**src/rtl/in_shift_ctrl.sv**
```systemverilog
// in_shift_ctrl: sequencer for one in_shift_reg lane.
// Loads a feature row, then sweeps f_sel over non-zero taps per window.
module in_shift_ctrl #(
   parameter int N         = 3,
   parameter int SEL_WIDTH = $clog2(N),
   parameter int ROW_MAX   = 64,
   parameter int CNT_WIDTH = $clog2(ROW_MAX+1)
) (
   input  logic                 clk_i,
   input  logic                 rst_n_i,
   input  logic                 start_i,
   input  logic [CNT_WIDTH-1:0] row_len_i,
   input  logic [N-1:0]         mask_i,
   input  logic                 feat_valid_i,
   output logic                 feat_ready_o,
   output logic                 freg_rst_o,
   output logic                 freg_ld_o,
   output logic [SEL_WIDTH-1:0] f_sel_o,
   output logic                 mac_en_o,
   output logic                 win_done_o,
   output logic                 busy_o,
   output logic                 done_o
);

   typedef enum logic [2:0] {
      S_IDLE,
      S_CLEAR,
      S_LOAD,
      S_COMPUTE,
      S_DONE
   } state_t;

   localparam logic [CNT_WIDTH:0] N_W = (CNT_WIDTH+1)'(N);
   localparam logic [CNT_WIDTH:0] ONE_W = (CNT_WIDTH+1)'(1);
   localparam logic [N-1:0] ONE_N = N'(1);

   state_t               state_q, state_d;
   logic [N-1:0]         mask_q, mask_d;
   logic [N-1:0]         rem_q, rem_d;
   logic [CNT_WIDTH-1:0] len_q, len_d;
   logic [CNT_WIDTH-1:0] cnt_q, cnt_d;

   logic [CNT_WIDTH:0]   cnt_inc;
   logic [CNT_WIDTH:0]   len_ext;
   logic [N-1:0]         rem_next;
   logic [SEL_WIDTH-1:0] low_sel;
   logic                 low_found;

   assign cnt_inc  = {1'b0, cnt_q} + ONE_W;
   assign len_ext  = {1'b0, len_q};
   // Drop the lowest set bit; zero when at most one tap remains.
   assign rem_next = rem_q & (rem_q - ONE_N);

   assign busy_o     = (state_q != S_IDLE);
   assign freg_rst_o = ~rst_n_i | (state_q == S_CLEAR);
   assign freg_ld_o  = feat_valid_i & feat_ready_o;

   // Priority encode the lowest remaining non-zero tap.
   always_comb begin
      low_sel   = '0;
      low_found = 1'b0;
      for (int k = 0; k < N; k++) begin
         if (rem_q[k] && !low_found) begin
            low_sel   = SEL_WIDTH'(k);
            low_found = 1'b1;
         end
      end
   end

   // State and row context registers.
   always_ff @(posedge clk_i) begin
      if (!rst_n_i) begin
         state_q <= S_IDLE;
         mask_q  <= '0;
         rem_q   <= '0;
         len_q   <= '0;
         cnt_q   <= '0;
      end else begin
         state_q <= state_d;
         mask_q  <= mask_d;
         rem_q   <= rem_d;
         len_q   <= len_d;
         cnt_q   <= cnt_d;
      end
   end

   // Next-state and output decode.
   always_comb begin
      state_d      = state_q;
      mask_d       = mask_q;
      rem_d        = rem_q;
      len_d        = len_q;
      cnt_d        = cnt_q;
      feat_ready_o = 1'b0;
      f_sel_o      = '0;
      mac_en_o     = 1'b0;
      win_done_o   = 1'b0;
      done_o       = 1'b0;
      unique case (state_q)
         S_IDLE: begin
            if (start_i) begin
               mask_d  = mask_i;
               len_d   = row_len_i;
               cnt_d   = '0;
               state_d = S_CLEAR;
            end
         end
         S_CLEAR: begin
            state_d = (len_q == '0) ? S_DONE : S_LOAD;
         end
         S_LOAD: begin
            feat_ready_o = 1'b1;
            if (feat_valid_i) begin
               cnt_d = cnt_inc[CNT_WIDTH-1:0];
               if (cnt_inc == len_ext && cnt_inc < N_W) begin
                  state_d = S_DONE;
               end else if (cnt_inc >= N_W) begin
                  rem_d   = mask_q;
                  state_d = S_COMPUTE;
               end
            end
         end
         S_COMPUTE: begin
            f_sel_o    = low_sel;
            mac_en_o   = |rem_q;
            win_done_o = (rem_next == '0);
            rem_d      = rem_next;
            if (win_done_o) begin
               state_d = (cnt_q == len_q) ? S_DONE : S_LOAD;
            end
         end
         S_DONE: begin
            done_o  = 1'b1;
            state_d = S_IDLE;
         end
         default: begin
            state_d = S_IDLE;
         end
      endcase
   end

endmodule

```
**config.mk**
```make
export PLATFORM = sky130hd
export DESIGN_NAME = in_shift_ctrl
export DESIGN_NICKNAME = d
export VERILOG_FILES = /design/src/rtl/in_shift_ctrl.sv
export SDC_FILE = /design/constraint.sdc
export NUM_CORES = 1
export LEC_CHECK = 0
export BUFFER_PORTS_ARGS = -buffer_cell sky130_fd_sc_hd__buf_2
export CORE_MARGIN = 5
export CORE_UTILIZATION = 50
export DETAILED_ROUTE_END_ITERATION = 8
export GPL_TIMING_DRIVEN = 0
export PLACE_DENSITY = 0.71
export RECOVER_POWER = 25
export SYNTH_ARGS = -nofsm -noshare
export SYNTH_HDL_FRONTEND = slang
export SYNTH_SLANG_ARGS = --single-unit
```
**constraint.sdc**
```tcl
create_clock -name clk_i -period 2.8 [get_ports clk_i]
set_clock_uncertainty 0.2 [all_clocks]
set_input_delay 0.14 -clock clk_i [delete_from_list [all_inputs] [get_ports clk_i]]
set_output_delay 0.14 -clock clk_i [all_outputs]
set_load 0.03 [all_outputs]
```
* Word-level counts from Yosys, hierarchy flattened
Cells that the tools add are included.
Cells by class: reduce and logical (&&, ||, !) cells 16, multiplexer cells 24, bitwise logic cells 4, magnitude comparators 2, equality and inequality tests 12, $add $sub $neg 2
Operators by type and width (count):
- two-way mux 3 bit | 10
- two-way mux 7 bit | 2
- one-hot mux 7 bit (2 select lines) | 1
- one-hot mux 3 bit (4 select lines) | 1
- inequality test 2 bit (second input constant) | 5
- adder 7 x 1 -> 8 bit (second input constant) | 1
- == test 8 x 7 -> 1 bit | 1
- >= comparator 8 x 2 -> 1 bit (second input constant) | 1
- less-than comparator 8 x 2 -> 1 bit (second input constant) | 1
- AND reduction 4 bit | 2
- == test 7 bit | 1
- logical NOT 7 bit | 1
- two-way mux 1 bit | 7
- == test 3 x 2 -> 1 bit (second input constant) | 2
- logical NOT 3 bit | 2
- one-hot mux 3 bit (2 select lines) | 1
- two-way mux 2 bit | 2
- nonzero test 2 bit | 2
- bitwise AND 3 bit | 1
- == test 3 x 1 -> 1 bit (second input constant) | 1
- == test 3 bit (second input constant) | 1
- logical AND 1 bit | 3
- inequality test 3 bit (second input constant) | 1
- AND reduction 3 bit | 1
- other kinds (8) | 9
Word-level totals: bits of input ports 14, bits in registers 23

* Logic depth before layout (Yosys ltp)
word-level depth 8, gate-level depth with buffers 8, gate-level depth less buffers 7

* Worst setup path before layout
No wires, ideal clock.
kind flip-flop to output port, start reg state_q[1], end out f_sel_o[1], required time 2.460 ns, arrival 2.005 ns, setup slack 0.455 ns, stages on the path, launching flop included 5, cells stage by stage dfxtp_1 clkbuf_1 nor2b_1 nand2_1 nor4b_1
On the way: cells in the longest elaborated chain, start to end 2
RTL lines:
- start: declaration | line 37 | state_t state_q, state_d;
- start signal: assignment | line 79 | state_q <= state_d;
- == test 3 x 2 -> 1 bit | line 99 | unique case (state_q)
- two-way mux 2 bit | line 99
- end: declaration | line 18 | output logic [SEL_WIDTH-1:0] f_sel_o,
Every way passes these cells.

* Worst setup path in the final report
start reg cnt_q[0], end reg state_q[1]
On the way: cells in the longest elaborated chain, start to end 6
RTL lines:
- start: declaration | line 41 | logic [CNT_WIDTH-1:0] cnt_q, cnt_d;
- start signal: assignment | line 83 | cnt_q <= cnt_d;
- adder 7 x 1 -> 8 bit | line 49 | assign cnt_inc = {1'b0, cnt_q} + ONE_W;
- less-than comparator 8 x 2 -> 1 bit / == test 8 x 7 -> 1 bit (equally long branches) | line 115 | if (cnt_inc == len_ext && cnt_inc < N_W) begin
- logical AND 1 bit | line 115
- two-way mux 3 bit | line 115
- two-way mux 3 bit | line 113 | if (feat_valid_i) begin
- one-hot mux 3 bit (4 select lines) | line 99
Several ways; a longest one is shown, not always the timed one. The select of a mux whose other input is x is not followed. A chain may end at the register's enable or synchronous reset.

==> results.yml <==
clock_tree:
  clk_pin_slew_worst_paths_ns: 0.13
  cts_root_buf: "clkbuf_4"
  clockBufferDepth: 2
  ctsResizeCount: 0
  cts_buffers: 3
  cts_tree: "done"
  clock-sinks: 23
  h-tree-depth: 1
  clkLatencyLatePin_ns: 0.32
layout:
  drive_gt1_frac: 0.1727
  final_cells: 251
  nets: 237
  n_fill_cell: 252
  area_delta_synth_final_pct: 21.48
  num_antenna_cells: 0
worst_setup_path:
  cp.required_ns: 2.82
  worstPathArrival_ns: 2.59
  critPathKind: "flip-flop to flip-flop"
  startpoint: "cnt_q[0]"
  r2r-end: "state_q[1]"
  endpoint: "state_q[1]"
  r2r-start: "cnt_q[0]"
  cp_max_fo: 9
  cpMaxStageDelayCell: "dfxtp_1"
  max_stage_delay_ns: 0.49
  cp-end-kind: "flip-flop"
  cp_cell_sequence: "ha_1, clkbuf_1, and3_1, nand3_1, xnor2_2, nor4_2, o221ai_1, o211a_1"
  r2r_cells: 8
  reg2reg_slack_ns: 0.23
  critPathLaunchType: "flip-flop"
power_and_ir_drop:
  p_clk_frac: 0.199
  combPwrFrac: 0.337
  power_density_nw_per_um2: 459.7
  power.leakage_nw: 0.6952
  p_sw_frac: 0.3659
  p_seq_frac: 0.464
  intPower_mw: 0.5096
  peakVddDrop_mv: 0.2735
  p_switching_mw: 0.2940
yosys:
  synth_top_area_cell: "dfxtp_1"
  ys_ff_latch: 23
  yosys-top-cells-area: "dfxtp_1, nand2_1, a21boi_0"
  synth.avg_cell_area_um2: 7.994
  synth_area_um2: 1439
  syn_nets: 196
  synth_top_area_share: 0.3200
  ys.flop_type: "dfxtp_1"
  ys_seq_area_frac: 0.3200
  ys_warn_count: 0
  synthArstFlopShare: 0
  synth_edf_count: 0
  synth_cell_types: 50
  syn_inst: 180
sta:
  tightestPinTransition_ns: 0.5740
  layout_min_cycle_time_ns: 2.574
  rsz0062_at_grt: "no"
  period_share: 0.9192
  tns_ns: 0
  max_freq_ghz: 0.3885
  relSlewSlack: 0.6159
  slew_violations: 0
  setup_viol: 0
  final-hold-violation-count: 0
placed_design:
  gp_congestion: 0.9030
  portBuffers: 22
  dp_cells: 233
  dp_hpwl_mm: 2.490
drt:
  drcViolationCount: 0
  via_per_inst: 5.502
  wl_per_cell_um: 13.43
  postRouteAntennaNets: 0
  wirelength_mm: 3.372
  vias: 1381
  first_pass_iters: 4
  drt_iter0_drc: 84
global_routing:
  grt_pass1_vias: 1387
  grt_use_total: 0.1744
  grt_pass1_wl_mm: 5.906
  antenna_found_initial: 0
  grt_max_degree: 15
  grt_overflow: 0
floorplan:
  initial_core_util: 0.5218
  row_count: 19
  die_x_um: 63.65
  dieArea_um2: 4051
  num_io_pins: 23
  die_h_um: 63.65
  core_area_um2: 2758
hold_path:
  hold_class: "primary input to flip-flop"
job:
  max-cap-violations: 0
status:
  status: "completed"
cell families after synthesis:
family	synth area share
adders and majority gates	0.02435
buffers and inverters	0.04522
DFF	0.3200
xor gates and xnor gates	0.08435
and+or+nand+nor	0.3052
muxes	0.01391
AOI/OAI and AO/OA	0.2070
state kept, by name, indices dropped and copies added (netlist names):
register  count
cnt_q         7
len_q         7
mask_q        3
rem_q         3
state_q       3
layer usage:
metal / vias up / GRT usage / part of all wire
li1: 711 / - / -
met1: 639 / 0.2039 / 0.45
met2: 24 / 0.3173 / 0.51
met3: 7 / 0.02842 / 0.029
met4: 0 / 0.05714 / 0.016
met5: - / 0 / 0
worst min-delay path by stage:
stage / from / endpoint / slack, ns / depth (start not counted)
5_1_grt: feat_valid_i / rem_q[0] / 0.12 / 4
2_1_floorplan: row_len_i[0] / len_q[0] / 0.08 / 2
4_1_cts: feat_valid_i / rem_q[0] / 0.1 / 4
3_3_place_gp: mask_i[2] / mask_q[2] / 0.19 / 3
3_5_place_dp: mask_i[2] / mask_q[2] / 0.20 / 3
6_report: feat_valid_i / rem_q[0] / 0.10 / 4
worst max-delay path, delay by kind of cell, from the launching register on:
kind,cells,cell delay (ns)
flops,1,0.49
fa+ha+maj,1,0.19
buf+inv,1,0.31
compound gates,2,0.30
xor+xnor,1,0.23
simple gates,3,0.77
stage by stage:
| step | util | area, um2 | power (mW) | hold WS [ns] | worst slack (ns) |
|---|---|---|---|---|---|
| 2_1_floorplan | - | 1439 | 0.5659 | 0.08487 | 0.4545 |
| 3_3_place_gp | 0.5758 | 1588 | 0.6258 | 0.1900 | 0.3011 |
| 3_5_place_dp | 0.5758 | 1588 | 0.6358 | 0.2018 | 0.2562 |
| 4_1_cts | 0.6375 | 1758 | 0.8139 | 0.09703 | 0.2202 |
| 5_1_grt | 0.6338 | 1748 | 0.8570 | 0.1219 | 0.02512 |
| 6_report | 0.6338 | 1748 | 0.8035 | 0.1038 | 0.2263 |
cell usage in the layout, fill, tap and decap left out, types with 3 or more instances in the layout:
master and count:
nand2_1 27, o21ai_0 8, a21boi_0 13, nor2_1 12
xor2_1 4, nand3_1 5, a21oi_1 4, buf_2 22
dlygate4sd3_1 14, clkbuf_1 11, dfxtp_1 23, nor3_1 5
nor3b_1 3, inv_1 4, nor2b_1 7, xnor2_1 8
o21a_1 3, clkbuf_4 3
what timing repair did:
action | in CTS | in global routing
hold buffers | 14 | 0
setup buffers | 0 | 0
hold endpoints to repair | 13 | 0
cells in the mapped netlist (2+ instances only):
cell	instances
dfxtp_1	23
nor2_1	12
xor2_1	4
o21a_1	3
nor2b_1	7
a21boi_0	13
a22oi_1	2
buf_2	4
and2_1	3
ha_1	2
nand2_1	27
o21ai_0	8
mux2i_1	2
inv_1	4
nand3b_1	2
and3_1	2
nand3_1	5
nand4_1	2
o211ai_1	2
a21oi_1	4
a31oi_1	2
xnor2_1	8
nor3b_1	2
nor3_1	5
clkbuf_1	7
power groups by stage:
stage	combinational [mW]	sequential, mW	clock [mW]
6_report	0.271	0.373	0.160
5_1_grt	0.302	0.377	0.178
4_1_cts	0.273	0.373	0.168
3_5_place_dp	0.255	0.381	0
3_3_place_gp	0.247	0.379	0
2_1_floorplan	0.192	0.374	0
area by class of cell:
cell class / instances / area, um2 / area share
Sequential cell: 23 / 460.4 / 0.2634
Clock buffer: 3 / 22.52 / 0.01288
Inverter: 5 / 18.77 / 0.01074
Multi-Input combinational cell: 141 / 908.4 / 0.5197
Clock inverter: 1 / 7.507 / 0.004295
Tap cell: 31 / 38.79 / 0.02219
Timing Repair Buffer: 36 / 246.5 / 0.1410
Buffer: 11 / 45.04 / 0.02577
Power figures use the tool's default switching activity.
